===== config.mk =====
export PLATFORM = sky130hd
export DESIGN_NAME = uart_hex_parser_flat
export DESIGN_NICKNAME = d
export VERILOG_FILES = /design/src/rtl/uart_pkg.sv /design/src/rtl/uart_hex_parser_if.sv /design/src/rtl/uart_rx_core.sv /design/src/rtl/uart_hex_parser.sv /design/src/flat_wrapper.sv
export SDC_FILE = /design/constraint.sdc
export NUM_CORES = 1
export LEC_CHECK = 0
export ABC_AREA = 1
export CORE_ASPECT_RATIO = 0.75
export CORE_UTILIZATION = 50
export CTS_CLUSTER_SIZE = 30
export DETAILED_ROUTE_END_ITERATION = 8
export PLACE_DENSITY = 0.69
export SKIP_CTS_REPAIR_TIMING = 1
export SLEW_MARGIN = 20
export SYNTH_ARGS = -nofsm -noshare
export SYNTH_HDL_FRONTEND = slang
export SYNTH_SLANG_ARGS = --single-unit

===== constraint.sdc =====
create_clock -name clk -period 4 [get_ports clk]
set_input_delay 0.8 -clock clk [delete_from_list [all_inputs] [get_ports clk]]
set_output_delay 0.8 -clock clk [all_outputs]
set_load 0.02 [all_outputs]

===== src/rtl/uart_pkg.sv =====
// Shared UART definitions: ASCII constants, FSM state encodings and a hex-digit decoder.
package uart_pkg;

    localparam logic [7:0] ChCr   = 8'h0D;
    localparam logic [7:0] ChLf   = 8'h0A;
    localparam logic [7:0] ChDig0 = 8'h30;
    localparam logic [7:0] ChDig9 = 8'h39;
    localparam logic [7:0] ChUpA  = 8'h41;
    localparam logic [7:0] ChUpF  = 8'h46;
    localparam logic [7:0] ChLoA  = 8'h61;
    localparam logic [7:0] ChLoF  = 8'h66;

    localparam logic [1:0] RxIdle  = 2'd0;
    localparam logic [1:0] RxStart = 2'd1;
    localparam logic [1:0] RxData  = 2'd2;
    localparam logic [1:0] RxStop  = 2'd3;

    localparam logic [1:0] PsEmpty   = 2'd0;
    localparam logic [1:0] PsAccum   = 2'd1;
    localparam logic [1:0] PsDiscard = 2'd2;

    typedef struct packed {
        logic       is_hex;
        logic [3:0] nib;
    } hex_dec_t;

    function automatic hex_dec_t hex_decode(input logic [7:0] c);
        hex_dec_t r;
        r.is_hex = 1'b0;
        r.nib    = 4'h0;
        if (c >= ChDig0 && c <= ChDig9) begin
            r.is_hex = 1'b1;
            r.nib    = 4'(c - ChDig0);
        end else if (c >= ChUpA && c <= ChUpF) begin
            r.is_hex = 1'b1;
            r.nib    = 4'(c - ChUpA + 8'd10);
        end else if (c >= ChLoA && c <= ChLoF) begin
            r.is_hex = 1'b1;
            r.nib    = 4'(c - ChLoA + 8'd10);
        end
        return r;
    endfunction

endpackage


===== src/rtl/uart_hex_parser_if.sv =====
// Host-facing signal bundle of the UART hex parser: serial input, baud setting and results.
interface uart_hex_parser_if #(
    parameter int unsigned DIGITS = 4
);
    logic [15:0]         baud_div;
    logic                rx_pin;
    logic [4*DIGITS-1:0] hex_val;
    logic                valid;
    logic                err;
    logic                busy;

    modport master (
        output baud_div, rx_pin,
        input  hex_val, valid, err, busy
    );

    modport slave (
        input  baud_div, rx_pin,
        output hex_val, valid, err, busy
    );
endinterface


===== src/rtl/uart_rx_core.sv =====
// 8N1 UART receiver: two-flop synchroniser, mid-bit sampling FSM, byte strobe and framing error.
module uart_rx_core
    import uart_pkg::*;
(
    input  logic        clk,
    input  logic        rst,
    input  logic [15:0] baud_div_i,
    input  logic        rx_i,
    output logic [7:0]  byte_o,
    output logic        byte_stb_o,
    output logic        frame_err_o,
    output logic        busy_o
);

    logic        rx_meta_q, rx_sync_q, rx_prev_q;
    logic [1:0]  state_q, state_d;
    logic [15:0] div_q, div_d;
    logic [15:0] tmr_q, tmr_d;
    logic [2:0]  bit_q, bit_d;
    logic [7:0]  shift_q, shift_d;
    logic        tmr_zero;
    logic        fall;

    assign tmr_zero = (tmr_q == 16'd0);
    assign fall     = rx_prev_q & ~rx_sync_q;

    always_comb begin
        state_d     = state_q;
        div_d       = div_q;
        tmr_d       = tmr_q;
        bit_d       = bit_q;
        shift_d     = shift_q;
        byte_stb_o  = 1'b0;
        frame_err_o = 1'b0;
        if (state_q != RxIdle && !tmr_zero) begin
            tmr_d = tmr_q - 16'd1;
        end
        unique case (state_q)
            RxIdle: begin
                if (fall) begin
                    div_d   = baud_div_i;
                    tmr_d   = {1'b0, baud_div_i[15:1]};
                    state_d = RxStart;
                end
            end
            RxStart: begin
                if (tmr_zero) begin
                    if (!rx_sync_q) begin
                        state_d = RxData;
                        bit_d   = 3'd0;
                        tmr_d   = div_q - 16'd1;
                    end else begin
                        state_d = RxIdle;
                    end
                end
            end
            RxData: begin
                if (tmr_zero) begin
                    shift_d = {rx_sync_q, shift_q[7:1]};
                    bit_d   = bit_q + 3'd1;
                    tmr_d   = div_q - 16'd1;
                    if (bit_q == 3'd7) begin
                        state_d = RxStop;
                    end
                end
            end
            RxStop: begin
                // Return to idle at mid stop bit so back-to-back frames are not missed.
                if (tmr_zero) begin
                    state_d = RxIdle;
                    if (rx_sync_q) begin
                        byte_stb_o = 1'b1;
                    end else begin
                        frame_err_o = 1'b1;
                    end
                end
            end
            default: state_d = RxIdle;
        endcase
    end

    always_ff @(posedge clk) begin
        if (rst) begin
            // Sync chain clears low so a line still low after reset cannot look like a start bit.
            rx_meta_q <= 1'b0;
            rx_sync_q <= 1'b0;
            rx_prev_q <= 1'b0;
            state_q   <= RxIdle;
            div_q     <= 16'd0;
            tmr_q     <= 16'd0;
            bit_q     <= 3'd0;
            shift_q   <= 8'd0;
        end else begin
            rx_meta_q <= rx_i;
            rx_sync_q <= rx_meta_q;
            rx_prev_q <= rx_sync_q;
            state_q   <= state_d;
            div_q     <= div_d;
            tmr_q     <= tmr_d;
            bit_q     <= bit_d;
            shift_q   <= shift_d;
        end
    end

    assign byte_o = shift_q;
    assign busy_o = (state_q != RxIdle);

endmodule


===== src/rtl/uart_hex_parser.sv =====
// UART hex entry: assembles received hex digits into a value, presented on CR or LF.
module uart_hex_parser
    import uart_pkg::*;
#(
    parameter int unsigned DIGITS = 4
) (
    input logic               clk,
    input logic               rst,
    uart_hex_parser_if.slave  bus
);

    localparam int unsigned W    = 4 * DIGITS;
    localparam int unsigned CntW = $clog2(DIGITS + 1);

    logic [7:0]      rx_byte;
    logic            rx_stb;
    logic            rx_ferr;
    logic            rx_busy;
    hex_dec_t        dec;

    logic [1:0]      ps_q, ps_d;
    logic [W-1:0]    acc_q, acc_d;
    logic [CntW-1:0] cnt_q, cnt_d;
    logic [W-1:0]    hex_q, hex_d;
    logic            valid_q, valid_d;
    logic            err_q;
    logic            perr;

    uart_rx_core u_rx (
        .clk         (clk),
        .rst         (rst),
        .baud_div_i  (bus.baud_div),
        .rx_i        (bus.rx_pin),
        .byte_o      (rx_byte),
        .byte_stb_o  (rx_stb),
        .frame_err_o (rx_ferr),
        .busy_o      (rx_busy)
    );

    assign dec = hex_decode(rx_byte);

    always_comb begin
        ps_d    = ps_q;
        acc_d   = acc_q;
        cnt_d   = cnt_q;
        hex_d   = hex_q;
        valid_d = 1'b0;
        perr    = 1'b0;
        if (rx_stb) begin
            if (rx_byte == ChCr || rx_byte == ChLf) begin
                // An empty line (e.g. the LF of CRLF) produces nothing.
                if (ps_q == PsAccum) begin
                    hex_d   = acc_q;
                    valid_d = 1'b1;
                end
                acc_d = '0;
                cnt_d = '0;
                ps_d  = PsEmpty;
            end else if (ps_q != PsDiscard) begin
                if (dec.is_hex && cnt_q < CntW'(DIGITS)) begin
                    acc_d = {acc_q[W-5:0], dec.nib};
                    cnt_d = cnt_q + CntW'(1);
                    ps_d  = PsAccum;
                end else begin
                    perr = 1'b1;
                    ps_d = PsDiscard;
                end
            end
        end
    end

    always_ff @(posedge clk) begin
        if (rst) begin
            ps_q    <= PsEmpty;
            acc_q   <= '0;
            cnt_q   <= '0;
            hex_q   <= '0;
            valid_q <= 1'b0;
            err_q   <= 1'b0;
        end else begin
            ps_q    <= ps_d;
            acc_q   <= acc_d;
            cnt_q   <= cnt_d;
            hex_q   <= hex_d;
            valid_q <= valid_d;
            err_q   <= rx_ferr | perr;
        end
    end

    assign bus.hex_val = hex_q;
    assign bus.valid   = valid_q;
    assign bus.err     = err_q;
    assign bus.busy    = rx_busy | (ps_q != PsEmpty);

endmodule


===== src/flat_wrapper.sv =====
// flat-port wrapper written by rule: the top's interface ports become plain ports
module uart_hex_parser_flat import uart_pkg::*;
#(
    parameter int unsigned DIGITS = 4
)
  (clk, rst, bus_baud_div, bus_rx_pin, bus_hex_val, bus_valid, bus_err, bus_busy);
  uart_hex_parser_if #(.DIGITS(DIGITS)) bus_i ();
  input logic clk;
  input logic rst;
  input wire logic [$bits(bus_i.baud_div)-1:0] bus_baud_div;
  input wire logic [$bits(bus_i.rx_pin)-1:0] bus_rx_pin;
  output wire logic [$bits(bus_i.hex_val)-1:0] bus_hex_val;
  output wire logic [$bits(bus_i.valid)-1:0] bus_valid;
  output wire logic [$bits(bus_i.err)-1:0] bus_err;
  output wire logic [$bits(bus_i.busy)-1:0] bus_busy;
  assign bus_i.baud_div = bus_baud_div;
  assign bus_i.rx_pin = bus_rx_pin;
  assign bus_hex_val = bus_i.hex_val;
  assign bus_valid = bus_i.valid;
  assign bus_err = bus_i.err;
  assign bus_busy = bus_i.busy;
  uart_hex_parser #(.DIGITS(DIGITS)) u_core (.clk(clk), .rst(rst), .bus(bus_i));
endmodule

==> results of run 1 <==
[synth_stat cells]
cell type and n:
nand2_1 128, dfxtp_1 87, a21oi_1 85, inv_1 79, nor2_1 48, nand3_1 43
o21ai_0 37, nand4_1 11, clkbuf_1 10, ha_1 10, a21boi_0 9, xor2_1 9
nand2_2 7, nor3_1 6, buf_2 5, nor2_4 5, xnor2_1 5, nor2_2 4
o21ai_1 4, buf_6 3, inv_2 3, nand2_4 3, nand3b_1 3, nor3_4 3
a21oi_2 2, o211ai_1 2, o21a_1 2, a21o_1 1, a221oi_1 1, buf_1 1
buf_4 1, nor3_2 1, o211ai_2 1, or2_0 1, or2_2 1
[routing by layer]
metal | vias up | GRT usage | share of wire
met5 | - | 0 | 0
met4 | 0 | 0.0739 | 0.014
met3 | 13 | 0.0723 | 0.065
met2 | 99 | 0.337 | 0.41
met1 | 1791 | 0.345 | 0.51
li1 | 2082 | - | -
[layout make-up]
| cell class | count | area share |
|---|---|---|
| clock buffer | 10 | 0.0448 |
| tap | 108 | 0.0264 |
| sequential | 87 | 0.340 |
| clock inverter | 4 | 0.0142 |
| timing repair buffer | 39 | 0.0743 |
| inverter | 82 | 0.0602 |
| multi-input combinational | 432 | 0.440 |
[through the flow]
stage / setup WS [ns] / utilization / hold WS, ns
6_report: 1.55 / 0.603 / 0.413
5_1_grt: 1.44 / 0.603 / 0.443
2_1_floorplan: 2.23 / - / 0.388
3_5_place_dp: 1.70 / 0.567 / 0.407
3_3_place_gp: 1.83 / 0.567 / 0.398
4_1_cts: 1.56 / 0.603 / 0.419
[critical path: stages, from the launching register on]
cell and delay, ns:
dfxtp_1 0.35, nor2_1 0.29, nand2_1 0.11, clkdlybuf4s50_1 0.55
[power groups by stage]
stage | logic, µW | clock network, µW | registers [µW]
floorplan | 756 | 0 | 984
global placement | 890 | 0 | 995
detailed placement | 910 | 0 | 999
CTS | 915 | 884 | 980
global route | 1050 | 920 | 990
finish | 926 | 866 | 982
[registers in the layout, summed over array words and instances, names as in the netlist, 2 cells and up, named ones only]
register            cells
u_core.ps_q             2
u_core.u_rx.bit_q       3
u_core.cnt_q            3
u_core.acc_q           16
u_core.bus.hex_val     16
u_core.u_rx.tmr_q      16
u_core.u_rx.byte_o      8
u_core.u_rx.div_q      16
[how the worst max path moves through the flow]
stage	end	start	slack [ns]	cells after the start
3_3_place_gp	u_core.u_rx.tmr_q[11]	u_core.u_rx.tmr_q[0]	1.83	11
2_1_floorplan	u_core.acc_q[15]	u_core.u_rx.byte_o[0]	2.23	12
3_5_place_dp	u_core.u_rx.tmr_q[6]	u_core.u_rx.tmr_q[0]	1.70	13
5_1_grt	u_core.u_rx.tmr_q[7]	u_core.u_rx.tmr_q[0]	1.44	12
6_report	bus_busy	register	1.55	3
4_1_cts	bus_busy	register	1.56	3
[kinds of logic after synthesis]
group           Yosys count  share of synthesized area
simple gates            264                      0.279
buf+inv                 102                     0.0943
flops                    87                      0.395
fa+ha+maj                10                     0.0284
compound gates          144                      0.176
xor+xnor                 14                     0.0278
==> results_dict.tcl, run 1 <==
set metrics [dict create \
    drt_iter0_markers 237 \
    maxCapViolCount 0 \
    clk_path_buf_depth 2 \
    critPathKind "reg2out" \
    mostFrequentLayoutCells "nand2_1, dfxtp_1, a21oi_1, inv_1, nor2_1" \
    skew_ns 0.00670 \
    fin_cells 762 \
    hp-start "u_core.u_rx.rx_meta_q" \
    rows 29 \
    cp-end-kind "output port" \
    clkLatencyLatePin_ns 0.34 \
    internal_power_uw 1780 \
    yosys_warnings 0 \
    ys_ff_latch 87 \
    antenna_found_initial 0 \
    tritoncts "done" \
    r2r_slack_ns 1.66 \
    die_h_um 83.3 \
    clkTransAtPathRegs_ns 0.06 \
    vdd_drop_max_mv 0.329 \
    h-tree-depth 3 \
    fin_nets 680 \
    die_w_um 110 \
    vias 3985 \
    dp_hpwl_um 7300 \
    seq_power_share 0.354 \
    holdPathEnd "u_core.u_rx.rx_sync_q" \
    initial_core_util 0.519 \
    p_clk_frac 0.312 \
    hp-class "reg2reg" \
    p_leak_uw 0.00203 \
    routed_wl_um 10200 \
    grt_overflow_total 0 \
    die_area_mm2 0.00920 \
    comb_power_share 0.334 \
    min_path_cells 2 \
    synth_top_area_frac 0.395 \
    stdcell_area_mm2 0.00512 \
    gp_congestion 0.926 \
    io_pins 38 \
    final_common_cell "nand2_1" \
    cts_made_buffers 9 \
    ys_seq_area_frac 0.395 \
    final_antenna_net_count 0 \
    syn-mean-instance-area_um2 7.10 \
    critical_path.startpoint_type "register" \
    setup_violations 0 \
    grt_use_total 0.238 \
    worstMarginPinSlew_ns 0.773 \
    worst_r2r_path_depth 13 \
    crit_fanout 6 \
    power.switching_uw 995 \
    place_area_mm2 0.00481 \
    netlist-cell-type-count 35 \
    drive_gt1_frac 0.0703 \
    maxSlewHeadroom 0.483 \
    diodes 0 \
    synthTopCellsByArea "dfxtp_1, nand2_1, a21oi_1" \
    power.total_uw 2770 \
    syn_inst 621 \
    vias_per_cell 5.23 \
    powerDensity_mw_per_mm2 542 \
    hold_viol_final 0 \
    synth.net_count 650 \
    multi_input_area_mm2 0.00225 \
    period_minus_slack_ns 2.45 \
    drc_errors 0 \
    status "completed" \
    cts-root-buf "clkbuf_16" \
    seqCellArea_mm2 0.00174 \
    slew_violations 0 \
    r2r-start "u_core.u_rx.tmr_q[0]" \
    switching_share 0.358 \
    synth_area_leader_cell "dfxtp_1" \
    cp.arrival_ns 1.65 \
    rsz0062_at_grt "no" \
    cts_sinks 87 \
    grt_pass1_vias 3766 \
    drt_pass1_iterations 5 \
    core_mm2 0.00849 \
    max_freq_ghz 0.409 \
    reg2reg_to "u_core.u_rx.tmr_q[6]" \
    numPortBuffers 37 \
    fill_cells 816 \
    setup_tns_ns 0 \
    layout-area-overhead-vs-synth_pct 16.1 \
    placed_cells 748 \
    grt_pass1_wl_um 17800 \
    min_period_over_period 0.611 \
    grt_max_degree 60 \
    crit_required_ns 3.20 \
    netlist_area_mm2 0.00441 \
    avgRoutedWirePerCell_um 13.4 \
]
(Power assumes the default switching activity.)
==> run 2, diff against run 1 <==
PLACE_DENSITY = 0.71   (was 0.69)
clock period = 2.1 ns   (was 4 ns; I/O delays follow)
==> run 2 against run 1 <==
First-iteration DRC count up 1.3%. Register-to-register slack worse by 1.6 ns. Clock power grew 73%. Sequential cell count is the same. Count of clock-buffer cells in the layout grew 2. Largest cell class unchanged. Wire length rose by 3.0%. Non-clock buffer count grew 19. Via count grew 3.2%. Die area did not move. Clock skew fell by 0.0029 ns. Largest power group is now combinational logic. Critical path depth increased by 9. Cell count rose by 2.9%.
==> results_dict.tcl, run 2 (same netlist as run 1, synthesis figures left out) <==
set metrics [dict create \
    status "completed" \
    multi_input_area_mm2 0.00230 \
    fin_cells 784 \
    grt_pass1_vias 3655 \
    dp_hpwl_um 7430 \
    min_period_over_period 0.948 \
    slowest_delay_ns 0.33 \
    grt_pass1_wl_um 17300 \
    power.total_uw 5410 \
    seqCellArea_mm2 0.00174 \
    drc_errors 0 \
    vias_per_cell 5.25 \
    grt_max_degree 60 \
    max_freq_ghz 0.502 \
    io_pins 38 \
    numPortBuffers 37 \
    avgRoutedWirePerCell_um 13.4 \
    die_w_um 110 \
    clk_path_buf_depth 2 \
    grt_overflow_total 0 \
    grt_use_total 0.232 \
    hp-class "reg2reg" \
    worst_r2r_path_depth 12 \
    placed_cells 762 \
    holdPathEnd "u_core.u_rx.rx_sync_q" \
    comb_power_share 0.378 \
    hp-start "u_core.u_rx.rx_meta_q" \
    final_common_cell "nand2_1" \
    vias 4114 \
    cp.arrival_ns 2.22 \
    h-tree-depth 3 \
    layout-area-overhead-vs-synth_pct 20.0 \
    skew_ns 0.00379 \
    critical-path-top-delay-family "simple AND/OR/NAND/NOR gates" \
    mostFrequentLayoutCells "nand2_1, dfxtp_1, a21oi_1, inv_1, nor2_1" \
    cts_sinks 87 \
    crit_fanout 32 \
    fill_cells 774 \
    drive_gt1_frac 0.107 \
    setup_violations 0 \
    worstMarginPinSlew_ns 0.800 \
    antenna_found_initial 0 \
    cts-root-buf "clkbuf_16" \
    p_clk_frac 0.277 \
    min_path_cells 2 \
    r2r-start "u_core.u_rx.tmr_q[0]" \
    core_mm2 0.00849 \
    power.switching_uw 2030 \
    slew_violations 0 \
    diodes 0 \
    cp-end-kind "register" \
    clkTransAtPathRegs_ns 0.06 \
    fin_util 0.623 \
    rows 29 \
    initial_core_util 0.519 \
    critical_path.startpoint_type "register" \
    cts_made_buffers 9 \
    powerDensity_mw_per_mm2 1020 \
    critPathKind "reg2reg" \
    seq_power_share 0.345 \
    clkLatencyLatePin_ns 0.34 \
    r2r_slack_ns 0.11 \
    final_antenna_net_count 0 \
    cp_cell_sequence "inv_2 -> ha_1 -> inv_1 -> nor2_1 -> nand2_2 -> nor2_4 -> nand2_8 -> nor3_4 -> nand4_1 -> buf_6 -> o21ai_0 -> a21oi_1" \
    hold_ws_ns 0.412 \
    internal_power_uw 3380 \
    period_minus_slack_ns 1.99 \
    maxCapViolCount 0 \
    rsz0062_at_grt "yes" \
    p_leak_uw 0.00211 \
    die_area_mm2 0.00920 \
    vdd_drop_max_mv 0.593 \
    drt_iter0_markers 240 \
    slowest_stage "dfxtp_1" \
    routed_wl_um 10500 \
    switching_share 0.376 \
    die_h_um 83.3 \
    fin_nets 700 \
    cp_num_buf_inv 3 \
    reg2reg_to "u_core.bus.hex_val[8]" \
    hold_viol_final 0 \
    setup_tns_ns 0 \
    crit_required_ns 2.33 \
    drt_pass1_iterations 5 \
    maxSlewHeadroom 0.466 \
    tritoncts "done" \
    gp_congestion 0.883 \
]
run 2: how the worst max path moves through the flow:
stage	start	end	slack, ns	depth (start not counted)
after CTS	u_core.u_rx.byte_o[0]	u_core.acc_q[13]	0.004	9
after floorplan	u_core.u_rx.byte_o[0]	u_core.acc_q[15]	0.33	12
final	u_core.u_rx.tmr_q[0]	u_core.bus.hex_val[8]	0.11	12
after global placement	u_core.u_rx.tmr_q[0]	u_core.u_rx.tmr_q[10]	0.11	12
after detailed placement	u_core.u_rx.byte_o[0]	u_core.acc_q[14]	0.02	9
after global routing	u_core.u_rx.tmr_q[1]	u_core.bus.hex_val[4]	-0.02	12
run 2: power groups by stage:
stage               registers [µW]  clock network [µW]  logic, µW
floorplan                     1870                   0       1440
global placement              1890                   0       1800
detailed placement            1900                   0       1840
CTS                           1860                1530       1860
global route                  1880                1610       2260
finish                        1870                1500       2050
run 2: cell type report:
type | instances | share of cell area
Multi-Input combinational cell | 433 | 0.434
Sequential cell | 87 | 0.329
Timing Repair Buffer | 58 | 0.100
Clock buffer | 12 | 0.0466
Inverter | 82 | 0.0582
Clock inverter | 4 | 0.00568
Tap cell | 108 | 0.0256
run 2: per-layer routing:
metal / global-route usage / vias to the layer above / wire length [µm]
met3: 0.0599 / 9 / 575
met5: 0 / - / 0
met2: 0.345 / 113 / 4400
met1: 0.333 / 1867 / 5440
li1: - / 2125 / -
met4: 0.0582 / 0 / 89
run 2: worst reg2reg max path, stage by stage, from the launching register on:
cell and delay (ns):
dfxtp_1 0.33, inv_2 0.08, ha_1 0.17, inv_1 0.04, nor2_1 0.10, nand2_2 0.07, nor2_4 0.14, nand2_8 0.12
nor3_4 0.23, nand4_1 0.13, buf_6 0.20, o21ai_0 0.20, a21oi_1 0.05
run 2: through the flow:
| stage | setup slack (ns) | instance area, µm² |
|---|---|---|
| final | 0.109 | 5290 |
| after global routing | -0.0220 | 5290 |
| after CTS | 0.00356 | 5200 |
| after detailed placement | 0.0224 | 4920 |
| after global placement | 0.115 | 4920 |
| after floorplan | 0.334 | 4410 |
